==> config.mk <==
export PLATFORM = sky130hd
export DESIGN_NAME = fetch_queue
export DESIGN_NICKNAME = d
export VERILOG_FILES = /design/src/rtl/fetch_queue.sv
export SDC_FILE = /design/constraint.sdc
export NUM_CORES = 1
export LEC_CHECK = 0
export BUFFER_PORTS_ARGS = -buffer_cell sky130_fd_sc_hd__buf_2
export CAP_MARGIN = 20
export CORE_ASPECT_RATIO = 1.2
export CORE_UTILIZATION = 47
export CTS_BUF_LIST = sky130_fd_sc_hd__clkbuf_2
export DETAILED_ROUTE_END_ITERATION = 10
export PLACE_DENSITY = 0.71
export SLEW_MARGIN = 20
export SYNTH_ARGS = -nofsm -noshare
export SYNTH_HDL_FRONTEND = slang
export SYNTH_SLANG_ARGS = --single-unit
==> constraint.sdc <==
create_clock -name CLK -period 8.8 [get_ports CLK]
set_clock_uncertainty 0.1 [all_clocks]
set_input_delay 0.88 -clock CLK [delete_from_list [all_inputs] [get_ports CLK]]
set_output_delay 0.88 -clock CLK [all_outputs]
set_load 0.02 [all_outputs]
==> src/rtl/fetch_queue.sv <==
// Instruction fetch queue: issues IM requests, captures 1-cycle-latency returns and
// presents the two oldest entries. Optional same-cycle bypass: FETCH_QUEUE_BYPASS_EN.
module fetch_queue #(
  parameter int DEPTH = 8,
  parameter int AW    = 32,
  parameter int IW    = 32
) (
  input  logic                     CLK,
  input  logic                     RESET,
  input  logic [AW-1:0]            PC_init,
  input  logic                     FREEZE,
  input  logic                     taken_branch,
  input  logic [AW-1:0]            nextInstruction_address,
  output logic [AW-1:0]            Instr_address_2IM,
  output logic                     fetch_req,
  input  logic [IW-1:0]            Instr_fIM,
  input  logic [1:0]               deq_count,
  output logic [IW-1:0]            instr0,
  output logic [IW-1:0]            instr1,
  output logic [AW-1:0]            pc0,
  output logic [AW-1:0]            pc1,
  output logic                     valid0,
  output logic                     valid1,
  output logic [$clog2(DEPTH):0]   count
);

  localparam int PW = $clog2(DEPTH);
  localparam int CW = PW + 1;
  localparam logic [CW:0] DEPTH_OCC = (CW + 1)'(DEPTH);

  // Handshakes: fetch_req has no ready; the IM accepts every request and its word is
  // on Instr_fIM exactly one cycle later. deq_count is a consumer pull of 0-2 entries,
  // clamped to what is visible on valid0/valid1 and ignored while FREEZE is high.

  logic [IW-1:0] instr_mem [DEPTH];
  logic [AW-1:0] pc_mem    [DEPTH];

  logic [PW-1:0] head_q, tail_q, head1;
  logic [CW-1:0] count_q, count_next, avail, deq_req, deq_n, pop_n;
  logic [CW:0]   occ;
  logic [AW-1:0] pc_q, inflight_addr_q, req_addr;
  logic          inflight_q;
  logic          ret_valid, bypass, wr_en, req;

  always_comb begin
    // a redirect squashes whatever the IM returns in the same cycle
    ret_valid = inflight_q && !taken_branch;
    occ       = {1'b0, count_q} + {{CW{1'b0}}, inflight_q};
    req       = !RESET && (taken_branch || (!FREEZE && (occ < DEPTH_OCC)));
    req_addr  = RESET ? PC_init : (taken_branch ? nextInstruction_address : pc_q);
`ifdef FETCH_QUEUE_BYPASS_EN
    bypass    = ret_valid && (count_q == '0);
`else
    bypass    = 1'b0;
`endif
    avail     = count_q + {{(CW-1){1'b0}}, bypass};
    deq_req   = {{(CW-2){1'b0}}, deq_count};
    deq_n     = FREEZE ? '0 : ((deq_req > avail) ? avail : deq_req);
    // a consumed bypass word is never stored, so no stored entry leaves the head
    pop_n      = bypass ? '0 : deq_n;
    wr_en      = ret_valid && !(bypass && (deq_n != '0));
    count_next = count_q + {{(CW-1){1'b0}}, wr_en} - pop_n;
    head1      = head_q + PW'(1);
  end

  always_ff @(posedge CLK) begin
    if (RESET) begin
      pc_q            <= PC_init;
      count_q         <= '0;
      head_q          <= '0;
      tail_q          <= '0;
      inflight_q      <= 1'b0;
      inflight_addr_q <= PC_init;
    end else begin
      if (taken_branch) begin
        count_q <= '0;
        head_q  <= tail_q;
      end else begin
        count_q <= count_next;
        head_q  <= head_q + pop_n[PW-1:0];
        if (wr_en) tail_q <= tail_q + PW'(1);
      end
      inflight_q <= req;
      if (req) begin
        pc_q            <= req_addr + AW'(4);
        inflight_addr_q <= req_addr;
      end
    end
  end

  always_ff @(posedge CLK) begin
    if (!RESET && wr_en) begin
      instr_mem[tail_q] <= Instr_fIM;
      pc_mem[tail_q]    <= inflight_addr_q;
    end
  end

  always_comb begin
    Instr_address_2IM = req_addr;
    fetch_req         = req;
    valid0            = 1'b0;
    valid1            = 1'b0;
    instr0            = '0;
    instr1            = '0;
    pc0               = '0;
    pc1               = '0;
    count             = '0;
    if (!RESET) begin
      count  = count_q;
      valid0 = bypass || (count_q != '0);
      valid1 = count_q >= CW'(2);
      if (bypass) begin
        instr0 = Instr_fIM;
        pc0    = inflight_addr_q;
      end else if (count_q != '0) begin
        instr0 = instr_mem[head_q];
        pc0    = pc_mem[head_q];
      end
      if (valid1) begin
        instr1 = instr_mem[head1];
        pc1    = pc_mem[head1];
      end
    end
  end

endmodule
==> qor.csv, run 1 <==
metric,value,unit
status,completed,
rsz0062_at_grt,no,
cts.sinks,585,
netlist_instances,1540,
utilization,56.3,%
drc_errors,0,
drive_above_1_share,40.5,%
die_w,223,um
cts_buffers,147,
irDropWorstVdd,0.100,mV
min_period,5.60,ns
holdPathEnd,count_q[1]$_SDFF_PP0_,
min_from,taken_branch,
min_period_over_period,63.6,%
yosys-top-cells-area,"edfxtp_1 (62%), mux4_2 (21%), mux2i_1 (3.8%)",
r2r-end,pc_q[16]$_DFFE_PP_,
hpwl,39000,um
grt_pass1_vias,18023,
cpMostUsedCell,buf_4,
slowest_delay,0.86,ns
min_path_type,in -> reg,
area_growth_syn_to_layout,17.5,%
async_reset_ff_share,0,%
tns,0,ns
drt_pass1_iterations,5,
synth_seq_cells,585,
cts_tree,built,
ctsResizeCount,0,
synthFlopType,edfxtp_1,
die_h,267,um
wire_per_inst,24.1,um
yosysWarnings,0,
vias_per_cell,5.81,
num_rows,96,
slew_viol_final,0,
port_buffers,268,
reg2regPathDepth,11,
holdPathStages,3,
worstPathRequired,7.82,ns
yosys-top-cells-count,"edfxtp_1 (574), mux4_2 (256), nand2_1 (147)",
path_max_fanout,60,
worstMarginPinSlew,1.11,ns
critical_path_class,reg -> out,
seq_area_frac_synth,63.3,%
r2r_slack,5.44,ns
drtAntennaViolNets,0,
avgSynthCellArea,17.9,um^2
synth_top_area_cell,edfxtp_1,
drt-total-wl,68900,um
synth_edf_count,574,
clk_latency,1.26,ns
vias,16580,
yosysTopAreaCellShare,62.5,%
die_area,59700,um^2
synth_most_common_cell,edfxtp_1,
slowest_stage,buf_4,
syn-num-nets,1657,
io_pins,269,
critical_path.cell_chain,"buf_4, buf_4, mux4_2, nand2_1, a21oi_1, buf_2",
core,57500,um^2
grt_max_degree,123,
r2r_start,pc_q[2]$_DFFE_PP_,
htree_levels,4,
start_util,47.9,%
slew_headroom,26.3,%
netlist_area,27600,um^2
antenna_found_initial,3,
drt-initial-drc-count,1021,
gp_congestion,0.792,
setup_violations,0,
powerDensity,192,nW/um^2
endpoint_kind,output pin,
critPathLaunchType,flop,
post_cts.repair.setup_buffers,0,
fmax,0.179,GHz
synth.distinct_cells,50,
grt-ovfl-total,0,
p_leak,11.2,nW
holdBufCountCts,127,
finalHoldViolations,0,
grt_pass1_wl,104000,um
nets,2126,
crit_arrival,4.62,ns
clk_pin_slew,0.11,ns
clock-root-buffer,clkbuf_2,
cap_violations,0,
clock_path_buffers,3,
grt_usage,23.6,%
## power by group
group          switching (W)  internal (W)  total [W]  leakage, nW
Combinational       0.000667      0.000492    0.00116         4.84
Clock                0.00109      0.000770    0.00186         1.03
Sequential         0.0000684       0.00314    0.00321         5.35
Total                0.00183       0.00440    0.00623         11.2
## worst max path at each step
| stage | from | to |
|---|---|---|
| 4_1_cts | head_q[0]$_SDFF_PP0_ | pc1[0] |
| 3_5_place_dp | RESET | pc0[2] |
| 3_3_place_gp | RESET | instr0[9] |
| 2_1_floorplan | taken_branch | instr_mem[0][0]$_DFFE_PP_ |
| 5_1_grt | head_q[0]$_SDFF_PP0_ | pc1[0] |
| 6_report | head_q[0]$_SDFF_PP0_ | pc1[0] |
## layout by cell type (no fill, tap or decap), types with 4 or more instances in the layout
| cell | instances |
|---|---|
| mux2i_2 | 5 |
| clkinv_1 | 21 |
| nor3_2 | 10 |
| nor2b_1 | 5 |
| mux2_1 | 13 |
| o31ai_1 | 4 |
| nor3_1 | 6 |
| mux2_2 | 18 |
| buf_4 | 27 |
| nor2_1 | 81 |
| xnor2_1 | 6 |
| nand2b_1 | 5 |
| dlygate4sd3_1 | 127 |
| inv_1 | 37 |
| o21ai_0 | 8 |
| o21ai_1 | 4 |
| clkinv_2 | 10 |
| edfxtp_1 | 574 |
| clkinvlp_4 | 4 |
| mux4_2 | 256 |
| buf_2 | 268 |
| ha_1 | 12 |
| nand3_1 | 7 |
| nor2_4 | 7 |
| nand2_1 | 147 |
| nor4_2 | 5 |
| clkbuf_2 | 213 |
| dfxtp_1 | 8 |
| a21oi_1 | 70 |
| diode_2 | 4 |
| mux2i_1 | 106 |
| bufinv_16 | 4 |
## cell type report
cell class                 instances  area (um^2)
multi-input combinational        814         9620
fill                            4503        25100
clock buffer                     213         1070
timing repair buffer             424         2860
inverter                          37          139
antenna                            4         10.0
clock inverter                    44          308
tap                              735          920
sequential                       585        17500
## worst max-delay path, delay by kind of cell, from the launching register on
family / cells / cell delay (ns)
buf+inv: 3 / 1.79
flops: 1 / 0.73
mux: 1 / 0.60
compound gates: 1 / 0.12
simple gates: 1 / 0.08
## metrics by stage
step	cell area (um^2)	hold WS, ns	power (W)	setup slack, ns	std cells
after floorplan	27600	0.409	0.00402	1.94	1540
after global placement	29700	0.462	0.00436	4.09	2467
after detailed placement	29700	0.474	0.00438	3.96	2468
after CTS	32400	0.0423	0.00631	2.89	2852
after global routing	32400	0.0968	0.00652	2.74	2856
final	32400	0.253	0.00623	3.20	2856
## routing by layer
metal  part of all wire, %  vias to the layer above  global-route usage (%)
met5                     0                        -                       0
met4                   2.4                        0                    9.02
met3                   6.8                      103                    5.73
met2                    51                      665                    40.0
met1                    39                     8547                    29.3
li1                      -                     7265                       -
## logic make-up after synthesis
family / count (synthesis) / share of synthesized area [%]
multiplexers: 402 / 26.5
adder cells (fa/ha/maj): 15 / 0.735
flip-flops: 585 / 63.3
buffers and inverters: 141 / 2.27
XOR/XNOR: 10 / 0.318
AND/OR/NAND/NOR: 290 / 4.94
AO/OA/AOI/OAI: 97 / 1.92
## sequential cells by signal (all words and copies together) (netlist names)
name             cells
pc_mem             256
pc_q                32
count_q              4
inflight_q           1
head_q               3
inflight_addr_q     30
instr_mem          256
tail_q               3
(Power assumes the default switching activity.)
==> inputs of run 2 (changes only) <==
==> constraint.sdc (replaced) <==
create_clock -name CLK -period 5.5 [get_ports CLK]
set_clock_uncertainty 0.1 [all_clocks]
set_input_delay 0.55 -clock CLK [delete_from_list [all_inputs] [get_ports CLK]]
set_output_delay 0.55 -clock CLK [all_outputs]
set_load 0.02 [all_outputs]
==> run 2 against run 1 <==
Net effect:
- register-to-register slack got worse by 4.5 ns
- sequential share of layout area fell by 2.1 points
- hold slack worse by 0.041 ns
- core utilization up 2.2 points
- clock power is 56% higher
- final cell count is 4.2% higher
- flip-flop and latch count is the same
- design area increased by 4.0%
- total power increased by 61%
- global-route usage increased by 0.84 points
- clock-buffer cell count shrank 22
- via count grew 4.5%
- largest power group unchanged
==> qor.csv, run 2 (synthesis gave the netlist of run 1 again) <==
metric,value,unit,change
final_cell_mix,"edfxtp_1 (574), buf_2 (268), mux4_2 (256)",,unchanged
drt-initial-drc-count,1392,,was 1021
cts.sinks,585,,unchanged
slowest_stage,dfxtp_4,,was buf_4
critical_path.cell_chain,"ha_4, buf_4, mux4_2, nand2_1, a21oi_1, buf_2",,"was buf_4, buf_4, mux4_2, nand2_1, a21oi_1, buf_2"
vias_per_cell,5.82,,was 5.81
slew_headroom,28.0,%,was 26.3%
grt_pass1_wl,108000,um,was 104000 um
netSwitchingPower,0.00294,W,was 0.00183 W
path_max_fanout,43,,was 60
finalHoldViolations,0,,unchanged
critical_path_class,reg -> out,,unchanged
min_path_type,in -> reg,,unchanged
grt_pass1_vias,18576,,was 18023
grt_max_degree,143,,was 123
status,completed,,unchanged
endpoint_kind,output pin,,unchanged
slowest_delay,0.74,ns,was 0.86 ns
setup_violations,0,,unchanged
p_sw_share,29.3,%,about the same
irDropWorstVdd,0.251,mV,was 0.100 mV
p_leak,11.7,nW,was 11.2 nW
post_cts.repair.setup_buffers,0,,unchanged
min_period_over_period,87.5,%,
drive_above_1_share,37.5,%,was 40.5%
utilization,58.6,%,was 56.3%
core,57500,um^2,unchanged
holdBufCountCts,254,,was 127
slew_viol_final,0,,unchanged
hpwl,38700,um,was 39000 um
htree_levels,4,,unchanged
ctsResizeCount,0,,unchanged
drt-total-wl,71600,um,was 68900 um
cts_tree,built,,unchanged
min_period,4.81,ns,
vias,17332,,was 16580
tns,0,ns,unchanged
cts_buffers,143,,was 147
die_h,267,um,unchanged
worstPathRequired,4.85,ns,was 7.82 ns
pwr-share-seq,51.2,%,was 51.5%
powerDensity,298,nW/um^2,was 192 nW/um^2
combPwrFrac,19.9,%,was 18.6%
clock-root-buffer,clkbuf_2,,unchanged
start_util,47.9,%,unchanged
drt_pass1_iterations,5,,unchanged
grt_usage,24.4,%,was 23.6%
rsz0062_at_grt,no,,unchanged
drc_errors,0,,unchanged
clock_path_buffers,3,,unchanged
worstMarginPinSlew,1.08,ns,was 1.11 ns
clk_latency,1.27,ns,was 1.26 ns
wire_per_inst,24.1,um,about the same
critPathLaunchType,flop,,unchanged
die_w,223,um,unchanged
clkPwrFrac,28.9,%,was 29.9%
layout_commonest_cell,edfxtp_1,,unchanged
grt-ovfl-total,0,,unchanged
io_pins,269,,unchanged
crit_arrival,4.16,ns,was 4.62 ns
clk_pin_slew,0.10,ns,was 0.11 ns
nets,2253,,was 2126
gp_congestion,0.816,,was 0.792
die_area,59700,um^2,unchanged
fmax,0.208,GHz,
cap_violations,0,,unchanged
port_buffers,268,,unchanged
largestRegisters,"instr_mem (256), pc_mem (256), pc_q (32)",,unchanged
antenna_found_initial,1,,was 3
num_rows,96,,unchanged
p_int,0.00709,W,was 0.00440 W
drtAntennaViolNets,0,,unchanged
area_growth_syn_to_layout,22.1,%,was 17.5%
run 2: cell count changes in the layout (fill, tap and decap cells not counted), sizes merged, moves of 4 or more:
cell | before | now
buf | 297 | 301
clkbuf | 213 | 191
dlygate4sd3 | 127 | 254
clkinv | 33 | 46
run 2: per-stage QoR:
stage | hold slack [ns] | area [um^2] | setup WS (ns) | total power (W) | cells
3_3_place_gp | 0.466 | 29800 | 1.95 | 0.00700 | 2472
5_1_grt | 0.121 | 33700 | 0.285 | 0.0105 | 2976
2_1_floorplan | 0.428 | 27600 | 0.684 | 0.00643 | 1540
3_5_place_dp | 0.477 | 29800 | 1.90 | 0.00704 | 2472
4_1_cts | 0.00647 | 33700 | 0.393 | 0.0101 | 2975
6_report | 0.212 | 33700 | 0.687 | 0.0100 | 2977
run 2: layout make-up:
cell class | count | area [um^2]
Timing Repair Buffer | 555 | 4210
Clock buffer | 191 | 956
Clock inverter | 58 | 369
Multi-Input combinational cell | 814 | 9620
Sequential cell | 585 | 17500
Tap cell | 735 | 920
Fill cell | 4265 | 23800
Inverter | 37 | 139
Antenna cell | 2 | 5.00
run 2: path summary, 6_finish.rpt:
| path | startpoint | to | slack (ns) | cells past startpoint |
|---|---|---|---|---|
| worst min register to register | inflight_addr_q[23]$_DFFE_PP_ | pc_mem[4][23]$_DFFE_PP_ | 0.51 | 0 |
| worst max register to register | pc_q[2]$_DFFE_PP_ | pc_q[20]$_DFFE_PP_ | 0.94 | 13 |
| worst min-delay path | PC_init[25] | inflight_addr_q[25]$_DFFE_PP_ | 0.21 | 4 |
| worst max-delay path | head_q[1]$_SDFF_PP0_ | pc1[16] | 0.69 | 6 |
run 2: per-layer routing:
layer | track usage (%) | share of wire [%] | vias to the layer above
met3 | 5.24 | 7.0 | 106
met5 | 0 | 0 | -
met1 | 31.2 | 39 | 8957
met4 | 8.91 | 2.5 | 0
li1 | - | - | 7508
met2 | 41.3 | 51 | 761
run 2: power by group through the flow:
stage / logic, W / clock network (W) / registers, W
after floorplan: 0.00125 / 0 / 0.00518
after global placement: 0.00178 / 0 / 0.00522
after detailed placement: 0.00180 / 0 / 0.00523
after CTS: 0.00199 / 0.00300 / 0.00513
after global routing: 0.00212 / 0.00319 / 0.00515
final: 0.00200 / 0.00290 / 0.00513
run 2: critical path: cells and delay by family, from the launching register on:
family	cells	cell delay, ns
fa+ha+maj	1	0.68
simple gates	1	0.06
buf+inv	2	0.70
flops	1	0.74
mux	1	0.26
compound gates	1	0.39
==> inputs of run 3 (changes only) <==
--- a/config.mk
+++ b/config.mk
@@ -5,13 +5,16 @@
 export SDC_FILE = /design/constraint.sdc
 export NUM_CORES = 1
 export LEC_CHECK = 0
+export ABC_AREA = 1
 export BUFFER_PORTS_ARGS = -buffer_cell sky130_fd_sc_hd__buf_2
 export CAP_MARGIN = 20
+export CELL_PAD_IN_SITES_DETAIL_PLACEMENT = 1
+export CELL_PAD_IN_SITES_GLOBAL_PLACEMENT = 1
 export CORE_ASPECT_RATIO = 1.2
 export CORE_UTILIZATION = 47
 export CTS_BUF_LIST = sky130_fd_sc_hd__clkbuf_2
 export DETAILED_ROUTE_END_ITERATION = 10
-export PLACE_DENSITY = 0.71
+export PLACE_DENSITY = 0.86
 export SLEW_MARGIN = 20
 export SYNTH_ARGS = -nofsm -noshare
 export SYNTH_HDL_FRONTEND = slang
==> run 3 against run 2 <==
Net effect:
- global-route usage grew 10 points
- non-clock buffer count rose by 14
- critical path depth grew 2
- flip-flop and latch count unchanged
- sequential power is 2% higher
- hold slack got worse by 0.0084 ns
- die area is 4.6% higher
- design area increased by 3.4%
- total power up 30%
- worst setup slack worse by 0.33 ns
- routed wire length is 52% higher
- synthesized cell count increased by 93%
- critical endpoint is now instr1[2]
- largest cell class unchanged
==> qor.csv, run 3 <==
metric,value,unit,change
status,completed,,unchanged
cpMostUsedCell,a21oi_1,,
cts_tree,built,,unchanged
r2r_start,count_q[1]$_SDFF_PP0_,,was pc_q[2]$_DFFE_PP_
die_h,273,um,was 267 um
gp_congestion,0.866,,was 0.816
r2r_slack,0.95,ns,was 0.94 ns
powerDensity,373,nW/um^2,was 298 nW/um^2
avgSynthCellArea,9.69,um^2,was 17.9 um^2
rsz0062_at_grt,no,,unchanged
placed_cells,3864,,was 2472
synth_seq_cells,585,,unchanged
cap_violations,0,,unchanged
stdcell_count,4399,,was 2977
holdPathStages,7,,was 4
layout_commonest_cell,edfxtp_1,,unchanged
drc_errors,0,,unchanged
netlist_instances,2978,,was 1540
clock_path_buffers,3,,unchanged
holdPathEnd,pc_q[18]$_DFFE_PP_,,was inflight_addr_q[25]$_DFFE_PP_
syn-num-nets,3095,,was 1657
synth.distinct_cells,42,,was 50
path_max_fanout,60,,was 43
finalPower,0.0130,W,was 0.0100 W
core,60700,um^2,was 57500 um^2
slew_headroom,25.9,%,was 28.0%
area_growth_syn_to_layout,20.7,%,was 22.1%
htree_levels,4,,unchanged
crit_arrival,4.49,ns,was 4.16 ns
p_leak,13.2,nW,was 11.7 nW
grt-ovfl-total,0,,unchanged
hpwl,56100,um,was 38700 um
ctsResizeCount,0,,unchanged
yosysTopAreaCellShare,59.8,%,was 62.5%
min_from,nextInstruction_address[18],,was PC_init[25]
nets,3591,,was 2253
largestRegisters,"instr_mem (256), pc_mem (256), pc_q (32)",,unchanged
worstMarginPinSlew,1.11,ns,was 1.08 ns
holdWs,0.204,ns,was 0.212 ns
start_util,47.5,%,was 47.9%
slowest_stage,dfxtp_4,,unchanged
cts_buffers,148,,was 143
critPathLaunchType,flop,,unchanged
cts.sinks,585,,unchanged
drtAntennaViolNets,0,,unchanged
yosys-top-cells-count,"edfxtp_1 (574), o21ai_0 (563), a21oi_1 (397)",,"was edfxtp_1 (574), mux4_2 (256), nand2_1 (147)"
endpoint_kind,output pin,,unchanged
seq_area_frac_synth,60.5,%,was 63.3%
utilization,57.4,%,was 58.6%
final_cell_mix,"edfxtp_1 (574), o21ai_0 (563), a21oi_1 (397)",,"was edfxtp_1 (574), buf_2 (268), mux4_2 (256)"
worstPathRequired,4.85,ns,about the same
wire_per_inst,24.7,um,was 24.1 um
fmax,0.195,GHz,was 0.208 GHz
r2r-end,count_q[3]$_SDFF_PP0_,,was pc_q[20]$_DFFE_PP_
grt_pass1_wl,164000,um,was 108000 um
critical_path.cell_chain,"ha_4, clkinv_2, buf_12, a21oi_1, o21ai_0, a21oi_1, nor3_1, buf_2",,"was ha_4, buf_4, mux4_2, nand2_1, a21oi_1, buf_2"
grt_usage,34.7,%,was 24.4%
drt-total-wl,109000,um,was 71600 um
tns,0,ns,unchanged
netlist_area,28800,um^2,was 27600 um^2
antenna_found_initial,14,,was 1
num_rows,99,,was 96
die_area,62400,um^2,was 59700 um^2
drt_pass1_iterations,5,,unchanged
clk_latency,1.37,ns,was 1.27 ns
drive_above_1_share,16.5,%,was 37.5%
port_buffers,268,,unchanged
vias_per_cell,6.06,,was 5.82
clock-root-buffer,clkbuf_2,,unchanged
slowest_delay,0.76,ns,was 0.74 ns
vias,26649,,was 17332
slew_viol_final,0,,unchanged
synthFlopType,edfxtp_1,,unchanged
async_reset_ff_share,0,%,unchanged
grt_max_degree,260,,was 143
crit_family,buffers and inverters,,was flip-flops
min_period_over_period,93.5,%,was 87.5%
synth_most_common_cell,edfxtp_1,,unchanged
grt_pass1_vias,28949,,was 18576
die_w,228,um,was 223 um
critPathBufInv,3,,was 2
min_period,5.14,ns,was 4.81 ns
reg2regPathDepth,16,,was 13
synth_edf_count,574,,unchanged
finalHoldViolations,0,,unchanged
critical_path_class,reg -> out,,unchanged
setup_violations,0,,unchanged
drt-initial-drc-count,2317,,was 1392
clk_pin_slew,0.19,ns,was 0.10 ns
min_path_type,in -> reg,,unchanged
irDropWorstVdd,0.246,mV,was 0.251 mV
yosys-top-cells-area,"edfxtp_1 (60%), o21ai_0 (9.8%), a21oi_1 (6.9%)",,"was edfxtp_1 (62%), mux4_2 (21%), mux2i_1 (3.8%)"
io_pins,269,,unchanged
yosysWarnings,0,,unchanged
synth_top_area_cell,edfxtp_1,,unchanged
-- run 3: cell count changes in the layout (fill, tap and decap cells not counted), sizes merged, moves of 13 or more --
cell / before / now
nand3: 10 / 38
clkbuf: 191 / 204
o21ai: 12 / 567
nor2: 88 / 314
nor3: 19 / 67
mux2i: 112 / 1
o221a: 0 / 19
mux4: 256 / 0
nand2: 147 / 333
a31oi: 0 / 64
mux2: 34 / 0
inv: 42 / 253
a21oi: 70 / 398
o211ai: 3 / 78
-- run 3: per-layer routing --
| layer | vias up | routed length [um] | global-route usage (%) |
|---|---|---|---|
| met5 | - | 55 | 0 |
| met1 | 13231 | 39900 | 38.0 |
| met4 | 8 | 5580 | 21.3 |
| met2 | 1310 | 55000 | 60.3 |
| li1 | 11680 | - | - |
| met3 | 420 | 8360 | 8.98 |
-- run 3: worst max path at each step --
stage | slack (ns) | end | from | depth (start not counted)
2_1_floorplan | 0.99 | instr_mem[0][0]$_DFFE_PP_ | RESET | 6
3_3_place_gp | 1.56 | pc1[31] | head_q[0]$_SDFF_PP0_ | 8
3_5_place_dp | 1.43 | pc1[1] | head_q[0]$_SDFF_PP0_ | 8
4_1_cts | 0.34 | pc1[1] | head_q[0]$_SDFF_PP0_ | 8
5_1_grt | 0.15 | instr1[3] | head_q[0]$_SDFF_PP0_ | 8
6_report | 0.36 | instr1[2] | head_q[0]$_SDFF_PP0_ | 8
-- run 3: kinds of logic (layout without fill, tap and decap cells) --
| group | after synthesis | after routing | share of synthesized area [%] |
|---|---|---|---|
| other | 0 | 12 | 0 |
| XOR/XNOR | 6 | 6 | 0.208 |
| AO/OA/AOI/OAI | 1132 | 1132 | 21.1 |
| AND/OR/NAND/NOR | 765 | 765 | 10.8 |
| buffers and inverters | 474 | 1075 | 6.67 |
| multiplexers | 1 | 1 | 0.0347 |
| flip-flops | 585 | 585 | 60.5 |
| adder cells (fa/ha/maj) | 15 | 15 | 0.703 |
-- run 3: worst min-delay path, stage by stage --
cell           delay, ns
dlygate4sd3_1       0.54
buf_2               0.12
inv_1               0.05
nand2_1             0.07
nand2_1             0.08
nor3_1              0.05
nor2_1              0.12
-- run 3: layout make-up --
| class | instances | area (um^2) |
|---|---|---|
| fillers | 6855 | 25900 |
| repair buffers | 569 | 4480 |
| clock buffers | 204 | 1020 |
| diodes | 12 | 30.0 |
| inverters | 251 | 957 |
| flip-flops and latches | 585 | 17500 |
| clock inverters | 51 | 308 |
| well taps | 808 | 1010 |
| multi-input cells | 1919 | 9560 |
-- run 3: repair_timing --
action / in CTS / in global routing
hold buffers: 266 / 0
hold endpoints to repair: 329 / 0
setup buffers: 1 / 0
endpoints found under the setup margin: 8 / 0
-- run 3: stage by stage --
step / worst slack [ns] / cell area (um^2)
after floorplan: 0.993 / 28900
after global placement: 1.56 / 30800
after detailed placement: 1.43 / 30800
after CTS: 0.336 / 34800
after global routing: 0.148 / 34800
final: 0.359 / 34800
-- run 3: where the power goes --
part | internal, W | switching, W
clock network | 0.00119 | 0.00188
logic | 0.00138 | 0.00331
registers | 0.00507 | 0.000169
